File: src/rtl/dm_cache_ctrl.sv
`default_nettype none
// ============================================================================
// dm_cache_ctrl: direct-mapped, write-through, no-write-allocate cache with
// flush-all and saturating hit/miss counters. State advances on falling clk.
// Revision: 1.0
// ============================================================================
module dm_cache_ctrl #(
  parameter int ADDR_W = 29,
  parameter int DATA_W = 8,
  parameter int LINES  = 8,
  parameter int CNT_W  = 16
) (
  input  logic              clk_i,
  input  logic              reset_i,
  input  logic              flush_i,
  input  logic              req_valid_i,
  output logic              req_ready_o,
  input  logic              req_write_i,
  input  logic [ADDR_W-1:0] req_addr_i,
  input  logic [DATA_W-1:0] req_wdata_i,
  output logic              resp_valid_o,
  output logic              resp_hit_o,
  output logic [DATA_W-1:0] resp_rdata_o,
  output logic              mem_rd_valid_o,
  output logic [ADDR_W-1:0] mem_rd_addr_o,
  input  logic              mem_rd_ack_i,
  input  logic [DATA_W-1:0] mem_rd_data_i,
  output logic              mem_wr_valid_o,
  output logic [ADDR_W-1:0] mem_wr_addr_o,
  output logic [DATA_W-1:0] mem_wr_data_o,
  input  logic              mem_wr_ack_i,
  output logic [CNT_W-1:0]  hit_count_o,
  output logic [CNT_W-1:0]  miss_count_o
);

  localparam int IDX_W = $clog2(LINES);
  localparam int TAG_W = ADDR_W - IDX_W;

  typedef enum logic [2:0] {
    S_IDLE  = 3'd0,
    S_CHECK = 3'd1,
    S_FILL  = 3'd2,
    S_WRITE = 3'd3,
    S_RESP  = 3'd4
  } state_e;

  state_e              state_q;
  logic                write_q;
  logic [ADDR_W-1:0]   addr_q;
  logic [DATA_W-1:0]   wdata_q;
  logic                hit_q;
  logic [DATA_W-1:0]   rdata_q;
  logic                resp_valid_q;
  logic                mem_rd_valid_q;
  logic                mem_wr_valid_q;
  logic [CNT_W-1:0]    hit_cnt_q;
  logic [CNT_W-1:0]    miss_cnt_q;
  logic [LINES-1:0]    valid_q;
  logic [TAG_W-1:0]    tag_q  [LINES];
  logic [DATA_W-1:0]   data_q [LINES];

  logic [IDX_W-1:0]    idx;
  logic [TAG_W-1:0]    tag;
  logic                lookup_hit;

  assign idx        = addr_q[IDX_W-1:0];
  assign tag        = addr_q[ADDR_W-1:IDX_W];
  assign lookup_hit = valid_q[idx] && (tag_q[idx] == tag);

  always_ff @(negedge clk_i or posedge reset_i) begin
    if (reset_i) begin
      state_q        <= S_IDLE;
      write_q        <= 1'b0;
      addr_q         <= '0;
      wdata_q        <= '0;
      hit_q          <= 1'b0;
      rdata_q        <= '0;
      resp_valid_q   <= 1'b0;
      mem_rd_valid_q <= 1'b0;
      mem_wr_valid_q <= 1'b0;
      hit_cnt_q      <= '0;
      miss_cnt_q     <= '0;
      valid_q        <= '0;
      for (int i = 0; i < LINES; i++) begin
        tag_q[i]  <= '0;
        data_q[i] <= '0;
      end
    end else begin
      case (state_q)
        S_IDLE: begin
          // Flush takes priority; a concurrent request waits for ready.
          if (flush_i) begin
            valid_q <= '0;
          end else if (req_valid_i) begin
            write_q <= req_write_i;
            addr_q  <= req_addr_i;
            wdata_q <= req_wdata_i;
            state_q <= S_CHECK;
          end
        end
        S_CHECK: begin
          hit_q <= lookup_hit;
          if (lookup_hit) begin
            if (hit_cnt_q != '1) hit_cnt_q <= hit_cnt_q + CNT_W'(1);
          end else begin
            if (miss_cnt_q != '1) miss_cnt_q <= miss_cnt_q + CNT_W'(1);
          end
          if (write_q) begin
            rdata_q        <= '0;
            mem_wr_valid_q <= 1'b1;
            state_q        <= S_WRITE;
          end else if (lookup_hit) begin
            rdata_q      <= data_q[idx];
            resp_valid_q <= 1'b1;
            state_q      <= S_RESP;
          end else begin
            mem_rd_valid_q <= 1'b1;
            state_q        <= S_FILL;
          end
        end
        S_FILL: begin
          if (mem_rd_ack_i) begin
            data_q[idx]    <= mem_rd_data_i;
            tag_q[idx]     <= tag;
            valid_q[idx]   <= 1'b1;
            rdata_q        <= mem_rd_data_i;
            mem_rd_valid_q <= 1'b0;
            resp_valid_q   <= 1'b1;
            state_q        <= S_RESP;
          end
        end
        S_WRITE: begin
          // No write-allocate: a store miss leaves the arrays untouched.
          if (mem_wr_ack_i) begin
            if (hit_q) data_q[idx] <= wdata_q;
            mem_wr_valid_q <= 1'b0;
            resp_valid_q   <= 1'b1;
            state_q        <= S_RESP;
          end
        end
        S_RESP: begin
          resp_valid_q <= 1'b0;
          state_q      <= S_IDLE;
        end
        default: begin
          resp_valid_q   <= 1'b0;
          mem_rd_valid_q <= 1'b0;
          mem_wr_valid_q <= 1'b0;
          state_q        <= S_IDLE;
        end
      endcase
    end
  end

  assign req_ready_o    = (state_q == S_IDLE) && !flush_i && !reset_i;
  assign resp_valid_o   = resp_valid_q;
  assign resp_hit_o     = hit_q;
  assign resp_rdata_o   = rdata_q;
  assign mem_rd_valid_o = mem_rd_valid_q;
  assign mem_rd_addr_o  = addr_q;
  assign mem_wr_valid_o = mem_wr_valid_q;
  assign mem_wr_addr_o  = addr_q;
  assign mem_wr_data_o  = wdata_q;
  assign hit_count_o    = hit_cnt_q;
  assign miss_count_o   = miss_cnt_q;

endmodule
`default_nettype wire
File: config.mk
export PLATFORM = sky130hd
export DESIGN_NAME = dm_cache_ctrl
export DESIGN_NICKNAME = d
export VERILOG_FILES = /design/src/rtl/dm_cache_ctrl.sv
export SDC_FILE = /design/constraint.sdc
export NUM_CORES = 1
export LEC_CHECK = 0
export CAP_MARGIN = 25
export CORE_MARGIN = 2
export CORE_UTILIZATION = 52
export DETAILED_ROUTE_END_ITERATION = 10
export GPL_TIMING_DRIVEN = 0
export PLACE_DENSITY = 0.76
export SLEW_MARGIN = 10
export SYNTH_ARGS = -nofsm -noshare
export SYNTH_HDL_FRONTEND = slang
export SYNTH_SLANG_ARGS = --single-unit
File: constraint.sdc
create_clock -name clk_i -period 12.6 [get_ports clk_i]
set_input_delay 2.52 -clock clk_i [delete_from_list [all_inputs] [get_ports clk_i]]
set_output_delay 2.52 -clock clk_i [all_outputs]
set_load 0.01 [all_outputs]
==> results of run 1 <==
==> metal layers <==
layer	share of wire, %	vias to the layer above	routed length (um)
met5	0	-	0
met4	2.4	0	1028
met3	5.9	74	2512
met2	49	361	20910
met1	43	5892	18260
li1	-	5147	-
==> worst paths after layout <==
path,to,slack (ns),cells past startpoint
max,tag_q[135],0.61,10
min reg2reg,hit_count_o[5],0.43,1
min in group asynchronous,mem_wr_data_o[3],8.70,2
max reg2reg,data_q[31],7.96,10
min,hit_count_o[5],0.43,1
max in group asynchronous,tag_q[69],2.69,5
==> synth_stat cells, drive strengths merged (4+ instances only) <==
library cell    n
clkbuf         55
xor2           30
nand3          27
nand2b          8
nor3b           4
a221o           5
a21boi          4
a211oi          4
nand2          75
nor2           72
inv            10
xnor2          19
buf            71
nor3           16
dfrtn         365
o22ai          10
a22oi          11
mux2i          52
and2            6
mux4           45
a21oi          49
mux2          265
nor2b           9
o21a            7
nor4            4
o21ai          44
nand3b          4
and3           15
nand4          11
==> logic make-up (layout without fill, tap and decap cells) <==
group / count (synthesis) / in the layout / synth area share [%]
AO/OA/AOI/OAI: 147 / 147 / 5.199
multiplexers: 362 / 362 / 26.74
flip-flops: 365 / 365 / 54.06
adder cells (fa/ha/maj): 2 / 2 / 0.1481
XOR/XNOR: 49 / 49 / 2.540
AND/OR/NAND/NOR: 260 / 260 / 7.353
buffers and inverters: 136 / 383 / 3.962
==> sequential cells by signal, summed over array words and instances (netlist names), 3 cells and up <==
register       flops
mem_wr_data_o      8
valid_q            8
tag_q            208
resp_rdata_o       8
state_q            3
data_q            64
mem_rd_addr_o     29
miss_count_o      16
hit_count_o       16
==> power by group through the flow <==
stage | clock [mW] | sequential, mW | combinational (mW)
2_1_floorplan | 0 | 1.92 | 1.39
3_3_place_gp | 0 | 1.93 | 2.06
3_5_place_dp | 0 | 1.96 | 2.13
4_1_cts | 1.19 | 1.95 | 2.14
5_1_grt | 1.24 | 2.01 | 2.31
6_report | 1.17 | 1.95 | 2.13
==> worst reg2reg max path: stages (launching register included) <==
cell,delay (ns)
sky130_fd_sc_hd__dfrtn_1,0.53
sky130_fd_sc_hd__buf_2,0.24
sky130_fd_sc_hd__buf_2,0.33
sky130_fd_sc_hd__buf_2,0.40
sky130_fd_sc_hd__buf_2,0.36
sky130_fd_sc_hd__buf_1,0.60
sky130_fd_sc_hd__buf_2,0.41
sky130_fd_sc_hd__nand2_1,0.18
sky130_fd_sc_hd__nor3_1,0.72
sky130_fd_sc_hd__clkbuf_1,0.51
sky130_fd_sc_hd__a21oi_1,0.16
==> area by class of cell <==
cell class / count / area (um^2) / share of cell area [%]
flip-flops and latches: 365 / 9134 / 44.20
multi-input cells: 820 / 7098 / 34.35
repair buffers: 176 / 1882 / 9.107
clock buffers: 62 / 1225 / 5.928
plain buffers: 126 / 631.9 / 3.058
well taps: 442 / 553.0 / 2.677
clock inverters: 9 / 97.59 / 0.4723
inverters: 10 / 41.29 / 0.1998
==> metrics by stage <==
stage               instance area [um^2]  utilization, %  setup slack, ns  setup TNS [ns]  power (mW)
CTS                                20640           63.91           0.5288               0       5.278
detailed placement                 19310           59.82          0.02517               0       4.085
global placement                   19070           59.08           -3.257        -1187.81       3.995
finish                             20660           63.99           0.6058               0       5.258
floorplan                          16900               -          -0.9346         -341.12       3.301
global route                       20660           63.99           0.4371               0       5.558
==> results.toml, run 1 <==
[final_layout]
final.fill_count = 2429
synthToLayoutAreaGrowth_pct = 22.29
drive_gt1_share_pct = 28.25
final_cell_mix = "sky130_fd_sc_hd__dfrtn_1, sky130_fd_sc_hd__mux2_2, sky130_fd_sc_hd__clkdlybuf4s50_1"
final_stage_net_count = 1593
final-instance-count-excl-fill = 2010
insertedDiodeCount = 0
layout_commonest_cell = "sky130_fd_sc_hd__dfrtn_1"

[placed_design]
placed_cells = 1937
port-buffer-count = 162
dp.final_hpwl_mm = 29.33
routability_cong = 0.8628

[floorplanning]
boundaryPins = 163
placeableCoreArea_um2 = 32290
start_util_pct = 52.33
chipWidth_um = 184.3
die_h_um = 184.3
rows = 66
die_area_um2 = 33950

[hold_path]
timing.hold.worst.class = "flop to flop"
hold_start = "hit_count_o[5]"

[clock_tree]
num_clock_sinks = 365
cts-hold-fix-buffers = 0
cts_tree = "built"
total_setup_buffers_inserted_after_cts = 0
cts.htree.levels = 2
cts_inserted_buffers = 40
cts_resized = 0
clock_tree.root_cell = "sky130_fd_sc_hd__clkbuf_16"
clock_insertion_delay_worst_skew_ns = 0.53
clockBufferDepth = 3
worst_setup_hold_path_clk_slew_ns = 0.04

[logic_synthesis]
yosys.area.top_type = "sky130_fd_sc_hd__dfrtn_1"
yosys_warnings = 0
synth_enable_flop_cells = 0
synth-main-ff-cell = "sky130_fd_sc_hd__dfrtn_1"
mappedNetlistArea_um2 = 16900
async_reset_ff_share_pct = 100.0
syn_nets = 1375
synth_top_cell_area_share_pct = 54.06
netlist-cell-type-count = 48
ys_top_cells_by_area = "sky130_fd_sc_hd__dfrtn_1, sky130_fd_sc_hd__mux2_2, sky130_fd_sc_hd__mux4_2, sky130_fd_sc_hd__mux2i_1, sky130_fd_sc_hd__nand2_1"
syn_inst = 1321
synth.avg_cell_area_um2 = 12.79
synth-seq-cells = 365
synth_sequential_area_ratio_pct = 54.06

[setup_path]
critical-path-top-cell-by-count = "sky130_fd_sc_hd__clkbuf_1"
cp_data_arrival_time_ns = 6.06
setup.worst_path.end_class = "flop"
cp_cell_sequence = "clkdlybuf4s50_1 > nor2b_1 > clkbuf_1 > and2_1 > clkbuf_1 > nand2b_1 > clkbuf_1 > nor2_1 > clkbuf_1 > mux2_2"
critical_path.slowest_cell = "sky130_fd_sc_hd__nor2_1"
crit-reg2reg-launch = "mem_rd_addr_o[2]"
worstSetupPathType = "input pin to flop"
cp_top_family = "buffers and inverters"
slowest_delay_ns = 0.73
timing.critical_path.required_ns = 6.67
launching_element_of_the_worst_setup_path = "mem_rd_ack_i"
cp_max_fo = 10
crit_path_start_kind = "input pin"
critPathBufInv = 5

[global_routing]
grt_first_pass_wirelength_mm = 67.61
top_usage_layer = "met2"
grt_overflow = 0
groute.usage.overall_pct = 25.91
globalRouteMet2Util_pct = 43.47
grt_pass1_vias = 12070
grtUsageMet1_pct = 34.25
antenna_found_initial = 0
grt_max_degree = 41
met3_usage_pct = 4.900

[power]
share_seq_of_total_power_pct = 37.1
power_frac_comb_pct = 40.6
worst_ir_drop_vdd_mv = 0.1619
clkPwrFrac_pct = 22.3
power.switching_mw = 1.786
power.static_leakage_nw = 9.411
power.density_cell_area_nw_per_um2 = 254.5
power.internal_mw = 3.472
switching_power_share_of_the_total_pct = 33.97

[route]
vias_per_cell = 5.708
vias = 11470
detail-route-antenna-nets = 0
routedWlPerCell_um = 21.25
1st_pass_router_iterations = 5
routed_wl_mm = 42.71
detail_route.iter0.violations = 855
remaining_drcs = 0

[timing]
timing_max_transition_violations_final = 0
final-setup-viol-count = 0
worst_slew_margin_rel_pct = 35.98
fin_worst_skew_ns = 0.01333
final_hold_viol_count = 0
unrepaired_setup_endpoints_after_global_routing = "false"
hold_slack_ns = 0.4279
worstMarginPinSlew_ns = 0.9567

[flow_run]
max_cap_violations = 0

[status]
status = "complete, no violations"
Note: power is estimated with default switching activity, not from simulation.
==> inputs of run 2 (changes only) <==
--- a/config.mk
+++ b/config.mk
@@ -8,6 +8,7 @@
 export CAP_MARGIN = 25
 export CORE_MARGIN = 2
 export CORE_UTILIZATION = 52
+export CTS_CLUSTER_SIZE = 12
 export DETAILED_ROUTE_END_ITERATION = 10
 export GPL_TIMING_DRIVEN = 0
 export PLACE_DENSITY = 0.76
==> run 2 against run 1 <==
Compared with the run above:
- sequential cell count stayed put
- count of clock-buffer cells in the layout is 3 lower
- first-iteration DRC count is 1.8% lower
- non-clock buffer count stayed put
- sequential power hardly changed
- clock power hardly changed
- clock skew is 0.00056 ns lower
- global-route usage is 0.12 points lower
- sequential share of layout area hardly changed
==> results.toml, run 2 (same netlist as run 1, synthesis figures left out) <==
[clock_tree]
clock_tree.root_cell = "sky130_fd_sc_hd__clkbuf_16"
cts-hold-fix-buffers = 0
num_clock_sinks = 365
cts_resized = 0
cts_tree = "built"
clockBufferDepth = 3
cts_inserted_buffers = 40
clock_insertion_delay_worst_skew_ns = 0.53
total_setup_buffers_inserted_after_cts = 0
cts.htree.levels = 2
worst_setup_hold_path_clk_slew_ns = 0.05

[final_layout]
layout_commonest_cell = "sky130_fd_sc_hd__dfrtn_1"
final_cell_mix = "sky130_fd_sc_hd__dfrtn_1, sky130_fd_sc_hd__mux2_2, sky130_fd_sc_hd__clkdlybuf4s50_1"
synthToLayoutAreaGrowth_pct = 22.21
final-seq-area_um2 = 9134
final_stage_net_count = 1593
post-route-util_pct = 63.95
final.fill_count = 2432
flip_flop_count_of_the_largest_register_after_layout = 208
final_cell_area_um2 = 20650
most_flop_heavy_register = "tag_q"
insertedDiodeCount = 0
drive_gt1_share_pct = 28.13
footprint_of_the_multi_input_gates_um2 = 7098

[flow_run]
max_cap_violations = 0

[setup_path]
critical-path-top-cell-by-count = "sky130_fd_sc_hd__clkbuf_1"
critical_path.slowest_cell = "sky130_fd_sc_hd__nor2_1"
timing.critical_path.required_ns = 6.67
launching_element_of_the_worst_setup_path = "mem_rd_ack_i"
crit-reg2reg-launch = "mem_rd_addr_o[2]"
worstSetupPathType = "input pin to flop"
cp_cell_sequence = "clkdlybuf4s50_1 > nor2b_1 > clkbuf_1 > and2_1 > clkbuf_1 > nand2b_1 > clkbuf_1 > nor2_1 > clkbuf_1 > mux2_2"
cp_data_arrival_time_ns = 6.08
crit_path_start_kind = "input pin"
slowest_delay_ns = 0.79
setup.worst_path.end_class = "flop"
worst_r2r_path_depth = 10
cp_max_fo = 10

[power]
power_frac_comb_pct = 40.6
share_seq_of_total_power_pct = 37.1
power.internal_mw = 3.477
fin_total_pwr_mw = 5.257
power.switching_mw = 1.780
power.static_leakage_nw = 9.406
power.density_cell_area_nw_per_um2 = 254.6
worst_ir_drop_vdd_mv = 0.1604
switching_power_share_of_the_total_pct = 33.86
clkPwrFrac_pct = 22.4

[route]
routed_wl_mm = 42.53
remaining_drcs = 0
routedWlPerCell_um = 21.20
detail-route-antenna-nets = 0
vias_per_cell = 5.750
vias = 11530
1st_pass_router_iterations = 5
detail_route.iter0.violations = 840

[placed_design]
routability_cong = 0.8628
port-buffer-count = 162
dp.final_hpwl_mm = 29.33
place_ws_ns = 0.02517
postPlaceCellArea_um2 = 19310

[timing]
final-setup-viol-count = 0
timing.final.ws_setup_ns = 0.5856
worstMarginPinSlew_ns = 1.012
unrepaired_setup_endpoints_after_global_routing = "false"
final_hold_viol_count = 0
worst_slew_margin_rel_pct = 32.27
fin_worst_skew_ns = 0.01276
timing_max_transition_violations_final = 0
hold_slack_ns = 0.4275

[floorplanning]
die_area_um2 = 33950
die_h_um = 184.3
rows = 66
placeableCoreArea_um2 = 32290
start_util_pct = 52.33
boundaryPins = 163
chipWidth_um = 184.3

[global_routing]
grtUsageMet1_pct = 34.17
grt_pass1_vias = 12010
top_usage_layer = "met2"
grt_overflow = 0
grt_first_pass_wirelength_mm = 67.30
globalRouteMet2Util_pct = 43.12
met3_usage_pct = 5.039
groute.usage.overall_pct = 25.78
antenna_found_initial = 0
grt_max_degree = 41

[hold_path]
min_delay_path_depth = 2
hold_start = "data_q[38]"
timing.hold.worst.class = "flop to flop"

[status]
status = "complete, no violations"
run 2: cell types whose count changed in the layout (fill, tap and decap cells not counted):
cell / change
sky130_fd_sc_hd__clkbuf_8: -2
sky130_fd_sc_hd__bufinv_16: +1
sky130_fd_sc_hd__clkbuf_1: -1
sky130_fd_sc_hd__clkinv_2: -1
sky130_fd_sc_hd__clkinvlp_4: -1
run 2: metal layers:
layer,routed length [um],share of wire [%]
met4,1117,2.6
met2,20710,49
met5,0,0
met1,18080,43
met3,2622,6.2
run 2: cell type report:
type,instances,share of cell area [%]
Sequential cell,365,44.23
Multi-Input combinational cell,820,34.38
Timing Repair Buffer,176,9.113
Clock buffer,59,5.781
Buffer,126,3.060
Tap cell,442,2.678
Clock inverter,8,0.5575
Inverter,10,0.2000
run 2: power groups by stage:
stage | clock network, mW | registers, mW | logic [mW]
after floorplan | 0 | 1.92 | 1.39
after global placement | 0 | 1.93 | 2.06
after detailed placement | 0 | 1.96 | 2.13
after CTS | 1.19 | 1.95 | 2.14
after global routing | 1.24 | 2.01 | 2.31
final | 1.18 | 1.95 | 2.13
run 2: per-stage QoR:
stage	TNS [ns]	instances
3_5_place_dp	0	1937
3_3_place_gp	-1187.81	1925
6_report	0	2006
4_1_cts	0	2004
2_1_floorplan	-341.12	1321
5_1_grt	0	2006
run 2: worst paths after layout:
| kind | end | slack, ns |
|---|---|---|
| max | tag_q[109] | 0.59 |
| min | data_q[38] | 0.43 |
| max reg2reg | data_q[31] | 7.93 |
| min reg2reg | data_q[38] | 0.43 |
| max in group asynchronous | mem_rd_addr_o[14] | 2.70 |
| min in group asynchronous | mem_wr_data_o[3] | 8.70 |
run 2: critical path: cells and delay by family:
family,cells,cell delay (ns)
buffers and inverters,5,1.93
AND/OR/NAND/NOR,4,1.20
multiplexers,1,0.42
==> inputs of run 3 (changes only) <==
--- a/config.mk
+++ b/config.mk
@@ -8,6 +8,7 @@
 export CAP_MARGIN = 25
 export CORE_MARGIN = 2
 export CORE_UTILIZATION = 52
+export CTS_CLUSTER_DIAMETER = 100
 export CTS_CLUSTER_SIZE = 12
 export DETAILED_ROUTE_END_ITERATION = 10
 export GPL_TIMING_DRIVEN = 0
==> run 3 against run 2 <==
Compared with the run above:
- total power fell by 4.0%
- global-route usage rose by 0.15 points
- clock power fell by 19%
- first-iteration DRC count fell by 9.5%
- count of clock-buffer cells in the layout fell by 22
- design area fell by 1.7%
- setup slack improved by 0.023 ns
- register-to-register slack got worse by 0.06 ns
- sequential cell count did not move
- clock skew rose by 0.0031 ns
- sequential power barely moved
- largest cell class unchanged
==> results.toml, run 3 (same netlist as run 1, synthesis figures left out) <==
[status]
status = "complete, no violations"

[global_routing]
groute.usage.overall_pct = 25.94
grt_pass1_vias = 12080
grt_first_pass_wirelength_mm = 67.57
grt_overflow = 0
antenna_found_initial = 0
grt_max_degree = 41

[power]
fin_total_pwr_mw = 5.045
power.density_cell_area_nw_per_um2 = 248.6
worst_ir_drop_vdd_mv = 0.1677
power.static_leakage_nw = 9.226

[route]
vias = 11460
routed_wl_mm = 42.87
routedWlPerCell_um = 21.66
remaining_drcs = 0
vias_per_cell = 5.789
detail_route.iter0.violations = 760
detail-route-antenna-nets = 0
1st_pass_router_iterations = 5

[final_layout]
insertedDiodeCount = 0
flip_flop_count_of_the_largest_register_after_layout = 208
synthToLayoutAreaGrowth_pct = 20.08
most_flop_heavy_register = "tag_q"
final_cell_area_um2 = 20290
drive_gt1_share_pct = 27.39
final_stage_net_count = 1589
final-instance-count-excl-fill = 1979
layout_commonest_cell = "sky130_fd_sc_hd__dfrtn_1"
final_cell_mix = "sky130_fd_sc_hd__dfrtn_1, sky130_fd_sc_hd__mux2_2, sky130_fd_sc_hd__clkdlybuf4s50_1"

[clock_tree]
cts.htree.levels = 2
cts_resized = 0
worst_setup_hold_path_clk_slew_ns = 0.04
total_setup_buffers_inserted_after_cts = 0
cts_tree = "built"
cts-hold-fix-buffers = 0
clock_tree.root_cell = "sky130_fd_sc_hd__clkbuf_16"
num_clock_sinks = 365
clockBufferDepth = 3
cts_inserted_buffers = 36
clock_insertion_delay_worst_skew_ns = 0.54

[floorplanning]
start_util_pct = 52.33
rows = 66
boundaryPins = 163
chipWidth_um = 184.3
placeableCoreArea_um2 = 32290
die_h_um = 184.3
die_area_um2 = 33950

[setup_path]
worst_r2r_path_depth = 10
setup.worst_path.end_class = "flop"
crit_path_start_kind = "input pin"
launching_element_of_the_worst_setup_path = "mem_rd_ack_i"
r2r_slack_ns = 7.87
cp_data_arrival_time_ns = 6.06
cp_max_fo = 10
timing.critical_path.required_ns = 6.67
rr_endpoint = "data_q[31]"
worstSetupPathType = "input pin to flop"
crit-reg2reg-launch = "mem_rd_addr_o[2]"

[placed_design]
postPlaceCellArea_um2 = 19310
port-buffer-count = 162
dp.final_hpwl_mm = 29.33
routability_cong = 0.8628
placed_cells = 1937

[flow_run]
max_cap_violations = 0

[timing]
fin_worst_skew_ns = 0.01582
worstMarginPinSlew_ns = 0.9872
final_hold_viol_count = 0
worst_slew_margin_rel_pct = 33.94
final-setup-viol-count = 0
unrepaired_setup_endpoints_after_global_routing = "false"
setup_total_negative_slack_ns = 0
timing_max_transition_violations_final = 0

[hold_path]
min_delay_path_depth = 2
hold_start = "data_q[38]"
hold_end = "data_q[38]"
timing.hold.worst.class = "flop to flop"
## run 3: changes by cell type in the layout (fill, tap and decap cells not counted), sizes merged
cell,previous run,this run
clkinv,5,0
clkbuf,114,92
inv,9,12
bufinv,3,0
## run 3: final cells by class
| class | count | area, um^2 |
|---|---|---|
| repair buffers | 176 | 1878 |
| inverters | 10 | 41.29 |
| multi-input cells | 820 | 7098 |
| plain buffers | 126 | 631.9 |
| well taps | 442 | 553.0 |
| clock buffers | 37 | 925.9 |
| flip-flops and latches | 365 | 9134 |
| fillers | 2469 | 12000 |
| clock inverters | 3 | 26.28 |
## run 3: critical path, stage by stage
cell and delay [ns]:
sky130_fd_sc_hd__clkdlybuf4s50_1 0.46, sky130_fd_sc_hd__nor2b_1 0.13, sky130_fd_sc_hd__clkbuf_1 0.32, sky130_fd_sc_hd__and2_1 0.18, sky130_fd_sc_hd__clkbuf_1 0.30, sky130_fd_sc_hd__nand2b_1 0.10
sky130_fd_sc_hd__clkbuf_1 0.17, sky130_fd_sc_hd__nor2_1 0.76, sky130_fd_sc_hd__clkbuf_1 0.70, sky130_fd_sc_hd__mux2_2 0.41
## run 3: how the worst max path moves through the flow
stage                       end  cells after the start
2_1_floorplan         data_q[0]                      1
3_3_place_gp   mem_rd_addr_o[8]                      2
3_5_place_dp         tag_q[166]                     10
4_1_cts              tag_q[166]                     10
5_1_grt              tag_q[135]                     10
6_report             tag_q[134]                     10
## run 3: layer usage
metal	up-vias	share of wire [%]	GRT usage, %
li1	5110	-	-
met1	5865	43	34.31
met2	380	49	43.67
met3	101	5.6	4.149
met4	0	3.2	9.152
met5	-	0	0
## run 3: stage by stage
stage	utilization [%]	hold slack (ns)	worst slack, ns
3_3_place_gp	59.08	0.4173	-3.257
5_1_grt	62.83	0.4413	0.4348
2_1_floorplan	-	0.4051	-0.9346
4_1_cts	62.76	0.4289	0.5391
3_5_place_dp	59.82	0.4280	0.02517
6_report	62.83	0.4281	0.6088
## run 3: power by group
| part | total [mW] | switching (mW) | internal [mW] | leakage [nW] |
|---|---|---|---|---|
| combinational | 2.14 | 1.05 | 1.09 | 3.99 |
| clock | 0.954 | 0.433 | 0.521 | 0.470 |
| sequential | 1.95 | 0.279 | 1.67 | 4.77 |
| total | 5.04 | 1.76 | 3.29 | 9.23 |
